`src/rtl/lc3b_types.sv`:
```
// Shared LC-3b cache types: L1 address fields, way select and line width.
package lc3b_types;

    localparam int unsigned L1_OFFSET_BITS = 5;

    typedef logic [2:0]   lc3b_l1_index;
    typedef logic [7:0]   lc3b_l1_tag;
    typedef logic [1:0]   lc3b_l1_way;
    typedef logic [255:0] lc3b_c_line;
    typedef logic [15:0]  lc3b_word;

    // Line-aligned byte address from a tag/index pair.
    function automatic lc3b_word line_addr(input lc3b_l1_tag tag, input lc3b_l1_index index);
        return {tag, index, {L1_OFFSET_BITS{1'b0}}};
    endfunction

endpackage

```
`src/rtl/l1_evict_ctrl_victim_select.sv`:
```
// Victim way choice for a miss. Optional L1_INVALID_FIRST_EN prefers the lowest invalid way.
module victim_select
    import lc3b_types::*;
(
    input  logic [3:0] valid_vec,
    input  logic [1:0] lru_way,
    output logic [1:0] victim_way
);

    lc3b_l1_way w_way;

`ifdef L1_INVALID_FIRST_EN
    // Scan high to low so the lowest-numbered invalid way wins.
    always_comb begin
        w_way = lru_way;
        for (int i = 3; i >= 0; i--) begin
            if (!valid_vec[i]) begin
                w_way = 2'(i);
            end
        end
    end
`else
    logic w_unused_valid;

    assign w_unused_valid = ^valid_vec;
    assign w_way          = lru_way;
`endif

    assign victim_way = w_way;

endmodule

```
`src/rtl/l1_evict_ctrl.sv`:
```
// L1 miss service: victim select, optional writeback, line fill, install and LRU update.
// Victim policy is switched by L1_INVALID_FIRST_EN inside victim_select.
module l1_evict_ctrl
    import lc3b_types::*;
(
    input  logic         clk,
    input  logic         rst_n,
    input  logic         miss_req,
    input  logic [15:0]  miss_addr,
    input  logic [1:0]   lru_way,
    input  logic [3:0]   valid_vec,
    input  logic [3:0]   dirty_vec,
    input  logic [7:0]   victim_tag,
    input  logic [255:0] victim_data,
    output logic [1:0]   sel_way,
    output logic         mem_read,
    output logic         mem_write,
    output logic [15:0]  mem_address,
    output logic [255:0] mem_wdata,
    input  logic         mem_resp,
    input  logic [255:0] mem_rdata,
    output logic         fill_we,
    output logic [2:0]   fill_index,
    output logic [7:0]   fill_tag,
    output logic [255:0] fill_data,
    output logic         lru_load,
    output logic         evict_done,
    output logic         busy
);

    typedef enum logic [2:0] {
        StIdle,
        StSelect,
        StWriteback,
        StFill,
        StInstall
    } state_e;

    state_e       r_state;
    state_e       w_state_next;
    lc3b_l1_tag   r_addr_tag;
    lc3b_l1_index r_addr_index;
    lc3b_l1_way   r_way;
    lc3b_l1_tag   r_tag;
    lc3b_c_line   r_data;
    lc3b_c_line   r_fill;
    lc3b_l1_way   w_victim_way;
    logic         w_victim_dirty;

    victim_select u_victim_select (
        .valid_vec  (valid_vec),
        .lru_way    (lru_way),
        .victim_way (w_victim_way)
    );

    // An invalid way never holds modified data, whatever its dirty bit says.
    assign w_victim_dirty = valid_vec[w_victim_way] & dirty_vec[w_victim_way];

    always_ff @(posedge clk or negedge rst_n) begin
        if (!rst_n) begin
            r_state      <= StIdle;
            r_addr_tag   <= '0;
            r_addr_index <= '0;
            r_way        <= '0;
            r_tag        <= '0;
            r_data       <= '0;
            r_fill       <= '0;
        end else begin
            r_state <= w_state_next;
            if (r_state == StIdle && miss_req) begin
                r_addr_tag   <= miss_addr[15:8];
                r_addr_index <= miss_addr[7:5];
            end
            if (r_state == StSelect) begin
                r_way  <= w_victim_way;
                r_tag  <= victim_tag;
                r_data <= victim_data;
            end
            if (r_state == StFill && mem_resp) begin
                r_fill <= mem_rdata;
            end
        end
    end

    always_comb begin
        w_state_next = r_state;
        sel_way      = '0;
        mem_read     = 1'b0;
        mem_write    = 1'b0;
        mem_address  = '0;
        mem_wdata    = '0;
        fill_we      = 1'b0;
        fill_index   = '0;
        fill_tag     = '0;
        fill_data    = '0;
        lru_load     = 1'b0;
        evict_done   = 1'b0;
        busy         = (r_state != StIdle);

        unique case (r_state)
            StIdle: begin
                if (miss_req) begin
                    w_state_next = StSelect;
                end
            end
            StSelect: begin
                // Arrays see the victim this cycle so its tag/data can be captured.
                sel_way      = w_victim_way;
                w_state_next = w_victim_dirty ? StWriteback : StFill;
            end
            StWriteback: begin
                sel_way     = r_way;
                mem_write   = 1'b1;
                mem_address = line_addr(r_tag, r_addr_index);
                mem_wdata   = r_data;
                if (mem_resp) begin
                    w_state_next = StFill;
                end
            end
            StFill: begin
                sel_way     = r_way;
                mem_read    = 1'b1;
                mem_address = line_addr(r_addr_tag, r_addr_index);
                if (mem_resp) begin
                    w_state_next = StInstall;
                end
            end
            StInstall: begin
                sel_way      = r_way;
                fill_we      = 1'b1;
                lru_load     = 1'b1;
                evict_done   = 1'b1;
                fill_index   = r_addr_index;
                fill_tag     = r_addr_tag;
                fill_data    = r_fill;
                w_state_next = StIdle;
            end
            default: begin
                w_state_next = StIdle;
            end
        endcase
    end

endmodule

```
`config.mk`:
```
export PLATFORM = sky130hd
export DESIGN_NAME = l1_evict_ctrl
export DESIGN_NICKNAME = d
export VERILOG_FILES = /design/src/rtl/lc3b_types.sv /design/src/rtl/l1_evict_ctrl_victim_select.sv /design/src/rtl/l1_evict_ctrl.sv
export SDC_FILE = /design/constraint.sdc
export NUM_CORES = 1
export LEC_CHECK = 0
export CORE_AREA = 2 2 431 433
export DETAILED_ROUTE_END_ITERATION = 10
export DIE_AREA = 0 0 433 435
export DONT_BUFFER_PORTS = 1
export HOLD_SLACK_MARGIN = 0.12
export PLACE_DENSITY_LB_ADDON = 0.1
export SLEW_MARGIN = 25
export SYNTH_ARGS = -nofsm -noshare
export SYNTH_HDL_FRONTEND = slang
export SYNTH_SLANG_ARGS = --single-unit
```
`constraint.sdc`:
```
create_clock -name clk -period 1.7 [get_ports clk]
set_input_delay 0.085 -clock clk [delete_from_list [all_inputs] [get_ports clk]]
set_output_delay 0.085 -clock clk [all_outputs]
set_load 0.05 [all_outputs]
```
==> impl_metrics.json, run 1 <==
{
  "synth_top_area_share_pct": 56.48,
  "cts_resized": 238,
  "core.rowCount": 158,
  "initial_core_util_pct": 12.90,
  "synth-edff-count": 0,
  "stop_stage": "clock tree synthesis",
  "ys_async_sr_fraction_pct": 100.0,
  "cts_root_buffer": "clkbuf_16",
  "io_pins": 1097,
  "place.gp.congestion": 0.7396,
  "ys_ff_latch": 536,
  "netlist_top_cells_area": "dfrtp_1, mux2_2, and2_1, mux2_1, buf_4",
  "ys_types": 30,
  "yosysSeqAreaShare_pct": 56.48,
  "yosysTopAreaCell": "dfrtp_1",
  "syn_area_um2": 23750,
  "io_buffer_count": 0,
  "cts_made_buffers": 77,
  "cts_sinks": 536,
  "dp_cells": 4484,
  "netlist_instances": 1768,
  "yosysMostFrequentCell": "dfrtp_1",
  "cts_max_level": 3,
  "synth_warnings": 0,
  "postCtsSetupBuffers": 32,
  "stop_error": "[ERROR RSZ-0060] Max buffer count reached.",
  "clk_path_buf_depth": 3,
  "avgSynthCellArea_um2": 13.43,
  "dp_hpwl_mm": 79.35,
  "netlist_top_cells_count": "dfrtp_1, and2_1, mux2_2",
  "chipWidth_um": 433,
  "placed_cell_area_um2": 33260,
  "die_h_um": 435,
  "status": "stopped before the end",
  "cts_hold_buf": 936,
  "synth_ff_type": "dfrtp_1"
}
==> kinds of logic after synthesis <==
kind of cell / synth area share (%)
flops: 56.48
simple gates: 14.60
buf+inv: 3.077
mux: 25.61
compound gates: 0.2160
other cells: 0.01579
==> metrics by stage <==
stage,worst slack [ns],hold slack [ns]
detailed placement,-0.3497,-0.1984
global placement,-0.3645,-0.1892
floorplan,-0.03752,-0.2106
==> run 2, diff against run 1 <==
--- a/config.mk
+++ b/config.mk
@@ -5,12 +5,11 @@
 export SDC_FILE = /design/constraint.sdc
 export NUM_CORES = 1
 export LEC_CHECK = 0
-export CORE_AREA = 2 2 431 433
+export CORE_AREA = 2 2 429 431
 export DETAILED_ROUTE_END_ITERATION = 10
-export DIE_AREA = 0 0 433 435
+export DIE_AREA = 0 0 431 433
 export DONT_BUFFER_PORTS = 1
-export HOLD_SLACK_MARGIN = 0.12
-export PLACE_DENSITY_LB_ADDON = 0.1
+export PLACE_DENSITY_LB_ADDON = 0.15
 export SLEW_MARGIN = 25
 export SYNTH_ARGS = -nofsm -noshare
 export SYNTH_HDL_FRONTEND = slang
==> constraint.sdc (replaced) <==
create_clock -name clk -period 2.2 [get_ports clk]
set_input_delay 0.11 -clock clk [delete_from_list [all_inputs] [get_ports clk]]
set_output_delay 0.11 -clock clk [all_outputs]
set_load 0.05 [all_outputs]
==> run 2 against run 1 <==
The flow now finishes, with violations (setup timing). Synthesized area unchanged. Synthesized cell count stayed put.
==> impl_metrics.json, run 2 <==
{
  "whs_ns": 0.1043,
  "syn_area_um2": 23750,
  "r2r-start": "r_state[2]$_DFFE_PN0P_",
  "clk_latency_ns": 0.69,
  "drv_cap": 0,
  "fin_skew_ns": 0.03417,
  "ys_async_sr_fraction_pct": 100.0,
  "worst_pin_slew_ns": 0.8605,
  "crit_arrival_ns": 2.35,
  "ys_types": 30,
  "finalCritPeriodShare_pct": 111.9,
  "grt_max_degree": 537,
  "leakage_uw": 0.01960,
  "final_nets": 3504,
  "firstDrtPassIters": 4,
  "antenna_found_initial": 36,
  "cts_max_level": 3,
  "die-area_um2": 186600,
  "ant_nets": 0,
  "chipWidth_um": 431,
  "drc": 0,
  "yosysMostFrequentCell": "dfrtp_1",
  "place.gp.congestion": 0.8442,
  "tritoncts": "built",
  "slew_headroom_pct": 42.63,
  "cts_root_buffer": "clkbuf_16",
  "synth_ff_type": "dfrtp_1",
  "final-setup-viol-count": 530,
  "avgSynthCellArea_um2": 13.43,
  "grt_remaining_overflow": 0,
  "synthToLayoutAreaGrowth_pct": 102.0,
  "slew_viol_final": 0,
  "drt_iter0_markers": 564,
  "finish.utilization_pct": 26.35,
  "r2r_slack_ns": 0.12,
  "io_buffer_count": 0,
  "cts_sinks": 536,
  "violations": "setup timing",
  "synth_warnings": 0,
  "hold_end": "r_fill[156]$_DFFE_PN0P_",
  "end_kind": "primary output",
  "period_needed_ns": 2.461,
  "avgViaCountPerCell": 3.409,
  "startpoint_type": "flop",
  "synth-edff-count": 0,
  "rsz0062_at_grt": "yes",
  "max_freq_ghz": 0.4063,
  "yosysTopAreaCell": "dfrtp_1",
  "first_global_vias": 20649,
  "drt-wirelength-per-cell_um": 21.53,
  "core.rowCount": 157,
  "final_layout_size_suffix_gt1_share_pct": 47.56,
  "num_vias": 18473,
  "p_per_area_nw_per_um2": 1401,
  "crit_required_ns": 2.09,
  "rr_endpoint": "r_data[61]$_DFFE_PN0P_",
  "io_pins": 1097,
  "path_clk_slew_ns": 0.06,
  "netlist_instances": 1768,
  "design.core.area_um2": 182100,
  "cts_made_buffers": 78,
  "reg2reg_depth": 6,
  "dp_slack_ns": 0.2068,
  "wirelength_mm": 116.7,
  "cp_max_fo": 5,
  "layout_commonest_cell": "dlygate4sd3_1",
  "yosysSeqAreaShare_pct": 56.48,
  "critPathKind": "flop to primary output",
  "final_cell_mix": "dlygate4sd3_1, buf_12, dfrtp_1",
  "vdd_drop_max_mv": 0.6268,
  "reg_top3": "r_data (256), r_fill (256)",
  "finalHoldViolCount": 0,
  "dp_hpwl_mm": 84.73,
  "initial_core_util_pct": 13.04,
  "grt_pass1_wl_mm": 158.7,
  "hp-class": "primary input to flop",
  "netlist_top_cells_count": "dfrtp_1, and2_1, mux2_2",
  "status": "complete, but fails checks",
  "synth_top_area_share_pct": 56.48,
  "die_h_um": 433,
  "hold_start": "mem_rdata[156]",
  "netlist_top_cells_area": "dfrtp_1, mux2_2, and2_1, mux2_1, buf_4",
  "grtUsageTotal_pct": 12.00,
  "ys_ff_latch": 536,
  "clk_path_buf_depth": 3,
  "fin_ws_ns": -0.2610,
  "worstHoldPathCells": 2
}
-- run 2: worst max-delay path, stage by stage (launching register included) --
cell,delay (ns)
dfrtp_1,0.37
buf_4,0.15
nand2b_4,0.09
nor2_4,0.05
buf_12,0.13
buf_16,0.15
buf_12,0.14
buf_4,0.13
and2_4,0.15
buf_6,0.13
buf_12,0.14
-- run 2: repair_timing --
item,4_1_cts,5_1_grt
hold endpoints to repair,1072,153
hold buffers,570,2
endpoints found under the setup margin,541,538
resized for setup,248,132
pin swaps,46,39
buffers inserted,25,4
gates cloned,17,10
-- run 2: how the worst max path moves through the flow --
stage	from	to	slack (ns)	cells after the start
after floorplan	r_state[1]$_DFFE_PN0P_	sel_way[0]	0.07	6
after global placement	r_state[2]$_DFFE_PN0P_	fill_data[179]	0.21	6
after detailed placement	r_state[2]$_DFFE_PN0P_	mem_wdata[90]	0.21	7
after CTS	r_state[1]$_DFFE_PN0P_	fill_data[195]	-0.39	7
after global routing	r_state[1]$_DFFE_PN0P_	fill_data[187]	-0.41	7
final	r_state[1]$_DFFE_PN0P_	mem_wdata[172]	-0.26	10
-- run 2: per-stage QoR --
step                total power (uW)  cells  TNS [ns]  instance area, um^2
floorplan                      34740   1772         0                23760
global placement               49950   4632         0                37550
detailed placement             50430   4632         0                37550
CTS                            67600   5386   -172.12                47320
global route                   70580   5413   -172.81                47960
finish                         67240   5419    -84.07                47980
-- run 2: per-layer routing --
metal	up-vias	routed length (um)	GRT usage [%]
li1	8327	-	-
met1	9217	40880	12.31
met2	704	60570	21.35
met3	203	9367	4.629
met4	22	5709	5.712
met5	-	138	0
-- run 2: logic make-up (layout without fill, tap and decap cells) --
group,count (synthesis),in the layout,synth area share [%]
AND/OR/NAND/NOR,555,555,14.60
multiplexers,541,541,25.61
flip-flops,536,536,56.48
other,1,22,0.01579
buffers and inverters,127,1372,3.077
AO/OA/AOI/OAI,8,8,0.2160
-- run 2: final cells by class --
cell class              count  area (um^2)
well taps                2385         2984
diodes                     17        42.54
repair buffers           1229        18450
flip-flops and latches    536        13410
clock inverters            29        396.6
fillers                 18697       134100
multi-input cells        1109        10420
clock buffers             114         2278
-- run 2: where the power goes --
group / total [uW] / leakage (uW) / switching [uW] / internal (uW)
logic: 36200 / 0.0120 / 17900 / 18300
registers: 17900 / 0.00634 / 2860 / 15000
clock network: 13100 / 0.00131 / 5120 / 8030
total: 67200 / 0.0196 / 25900 / 41300
(Power assumes the default switching activity.)
==> run 3, diff against run 2 <==
--- a/config.mk
+++ b/config.mk
@@ -5,9 +5,10 @@
 export SDC_FILE = /design/constraint.sdc
 export NUM_CORES = 1
 export LEC_CHECK = 0
-export CORE_AREA = 2 2 429 431
+export ABC_AREA = 1
+export CORE_AREA = 2 2 425 427
 export DETAILED_ROUTE_END_ITERATION = 10
-export DIE_AREA = 0 0 431 433
+export DIE_AREA = 0 0 427 429
 export DONT_BUFFER_PORTS = 1
 export PLACE_DENSITY_LB_ADDON = 0.15
 export SLEW_MARGIN = 25
==> run 3 against run 2 <==
The flow still finishes with violations (setup timing). Global-route usage up 2.4 points. Synthesized cell count up 64%. Register-to-register slack lost 0.18 ns. Critical path depth fell by 3. Via count rose by 27%. Sequential power decreased by 11%. Critical path type unchanged.
==> impl_metrics.json, run 3 <==
{
  "synth-edff-count": 0,
  "hp-class": "primary input to flop",
  "cts_root_buffer": "clkbuf_16",
  "drv_cap": 0,
  "die_h_um": 429,
  "tritoncts": "built",
  "startpoint_type": "flop",
  "final_cell_mix": "dlygate4sd3_1, nand2_1, dfrtp_1",
  "cts_made_buffers": 75,
  "antenna_found_initial": 35,
  "crit_arrival_ns": 2.40,
  "slew_headroom_pct": 40.06,
  "avgViaCountPerCell": 3.576,
  "finalHoldViolCount": 0,
  "io_buffer_count": 0,
  "yosysSeqAreaShare_pct": 57.70,
  "setup.worst_path.start": "r_state[1]$_DFFE_PN0P_",
  "ant_nets": 0,
  "final_layout_size_suffix_gt1_share_pct": 26.12,
  "slowest_delay_ns": 0.40,
  "r2r_slack_ns": -0.06,
  "reg2reg_depth": 8,
  "first_global_vias": 24034,
  "clk_latency_ns": 0.72,
  "synthToLayoutAreaGrowth_pct": 88.00,
  "clk_path_buf_depth": 3,
  "place.gp.congestion": 0.8625,
  "rr_endpoint": "r_data[176]$_DFFE_PN0P_",
  "cts_sinks": 536,
  "drc": 0,
  "netlist_instances": 2899,
  "nFillCells": 19532,
  "io_pins": 1097,
  "drt-wirelength-per-cell_um": 21.03,
  "ys_types": 22,
  "cp_max_fo": 5,
  "initial_core_util_pct": 13.06,
  "synth_warnings": 0,
  "synth_top_area_share_pct": 57.70,
  "grt_remaining_overflow": 0,
  "violations": "setup timing",
  "grt_max_degree": 537,
  "num_vias": 23447,
  "fin_setup_tns_ns": -78.91,
  "wirelength_mm": 137.9,
  "path_clk_slew_ns": 0.05,
  "firstDrtPassIters": 5,
  "critPathKind": "flop to primary output",
  "rsz0062_at_grt": "yes",
  "syn_area_um2": 23250,
  "r2r-start": "r_state[2]$_DFFE_PN0P_",
  "cp_cell_sequence": "buf_6, nor3_4, bufinv_16, clkbuf_16, clkbuf_16, nor2_2, buf_6",
  "netlist_top_cells_area": "dfrtp_1, o21ai_0, nand2_1, nor2_1, inv_1",
  "synth_ff_type": "dfrtp_1",
  "crit_required_ns": 2.09,
  "end_kind": "primary output",
  "core.rowCount": 155,
  "hold_start": "mem_resp",
  "fin_skew_ns": 0.04448,
  "die-area_um2": 183200,
  "drt_iter0_markers": 1360,
  "slowest_stage": "dfrtp_1",
  "hold_end": "r_state[2]$_DFFE_PN0P_",
  "worstHoldPathCells": 3,
  "max_freq_ghz": 0.3979,
  "slew_viol_final": 0,
  "leakage_uw": 0.01955,
  "netlist_top_cells_count": "nand2_1, nor2_1, dfrtp_1",
  "reg_top3": "r_data (256), r_fill (256)",
  "vdd_drop_max_mv": 0.6290,
  "yosysMostFrequentCell": "nand2_1",
  "cts_max_level": 3,
  "ys_ff_latch": 536,
  "ys_async_sr_fraction_pct": 100.0,
  "final_nets": 4667,
  "avgSynthCellArea_um2": 8.019,
  "grt_pass1_wl_mm": 187.5,
  "multi_input_area_um2": 8217,
  "register_area_um2": 13420,
  "status": "complete, but fails checks",
  "yosysTopAreaCell": "dfrtp_1",
  "worst_pin_slew_ns": 0.8962,
  "finish.utilization_pct": 24.55,
  "chipWidth_um": 427,
  "layout_commonest_cell": "dlygate4sd3_1",
  "dp_hpwl_mm": 104.1,
  "p_per_area_nw_per_um2": 1323,
  "period_needed_ns": 2.513,
  "finalCritPeriodShare_pct": 114.2,
  "final-setup-viol-count": 522,
  "fin_ws_ns": -0.3131,
  "grtUsageTotal_pct": 14.44,
  "design.core.area_um2": 178000
}
## run 3: worst max-delay path: cells and delay by family (launching register included)
| family | cells | cell delay, ns |
|---|---|---|
| buf+inv | 5 | 0.92 |
| flops | 1 | 0.40 |
| simple gates | 2 | 0.37 |
## run 3: worst max-delay path by stage
stage,endpoint,slack [ns],depth (start not counted)
after global routing,fill_data[118],-0.40,7
after global placement,r_fill[104]$_DFFE_PN0P_,0.14,8
after CTS,mem_wdata[113],-0.41,7
final,fill_data[111],-0.31,7
after floorplan,mem_address[10],-0.15,6
after detailed placement,r_fill[104]$_DFFE_PN0P_,0.13,8
## run 3: final cells by class
type,instances,area share (%)
antenna,25,0.1431
clock buffer,109,5.067
clock inverter,28,0.7902
inverter,539,4.758
multi-input combinational,1648,18.80
sequential,536,30.70
tap,2355,6.742
timing repair buffer,1312,32.91
timing repair inverter,5,0.09161
## run 3: where the power goes
part	switching (uW)	total [uW]	leakage [uW]	internal (uW)
logic	20300	29200	0.0117	8900
clock network	5360	12800	0.00125	7410
registers	1200	15900	0.00657	14700
## run 3: what timing repair did
action,4_1_cts,5_1_grt
pin swaps,3,7
hold buffers,647,8
gates cloned,3,9
buffers inserted,11,10
gates resized for setup,169,353
hold endpoints to repair,1071,300
setup endpoints to repair,536,554
## run 3: cells by family (layout without fill, tap and decap cells)
| family | after synthesis | count (layout) | synth area share, % |
|---|---|---|---|
| buffers and inverters | 719 | 1993 | 12.74 |
| AND/OR/NAND/NOR | 1104 | 1104 | 17.94 |
| flip-flops | 536 | 536 | 57.70 |
| AO/OA/AOI/OAI | 539 | 539 | 11.61 |
| other | 1 | 30 | 0.01613 |
## run 3: metal layers
layer	track usage (%)	vias up	share of wire, %
met4	6.194	4	3.8
met3	2.614	178	4.2
met1	18.66	11505	43
li1	-	11115	-
met2	23.44	645	48
met5	0	-	0.020
## run 3: metrics by stage
step | setup slack (ns) | instance area (um^2) | total power, uW | std cells | hold WS [ns]
after detailed placement | 0.1302 | 31920 | 41860 | 5703 | -0.1681
final | -0.3131 | 43700 | 57840 | 6557 | 0.05186
after CTS | -0.4073 | 41790 | 57020 | 6501 | -0.9769
after global placement | 0.1393 | 31920 | 41730 | 5703 | -0.1655
after global routing | -0.4039 | 43670 | 61730 | 6544 | 0.03951
after floorplan | -0.1505 | 23830 | 31890 | 2903 | -0.1856
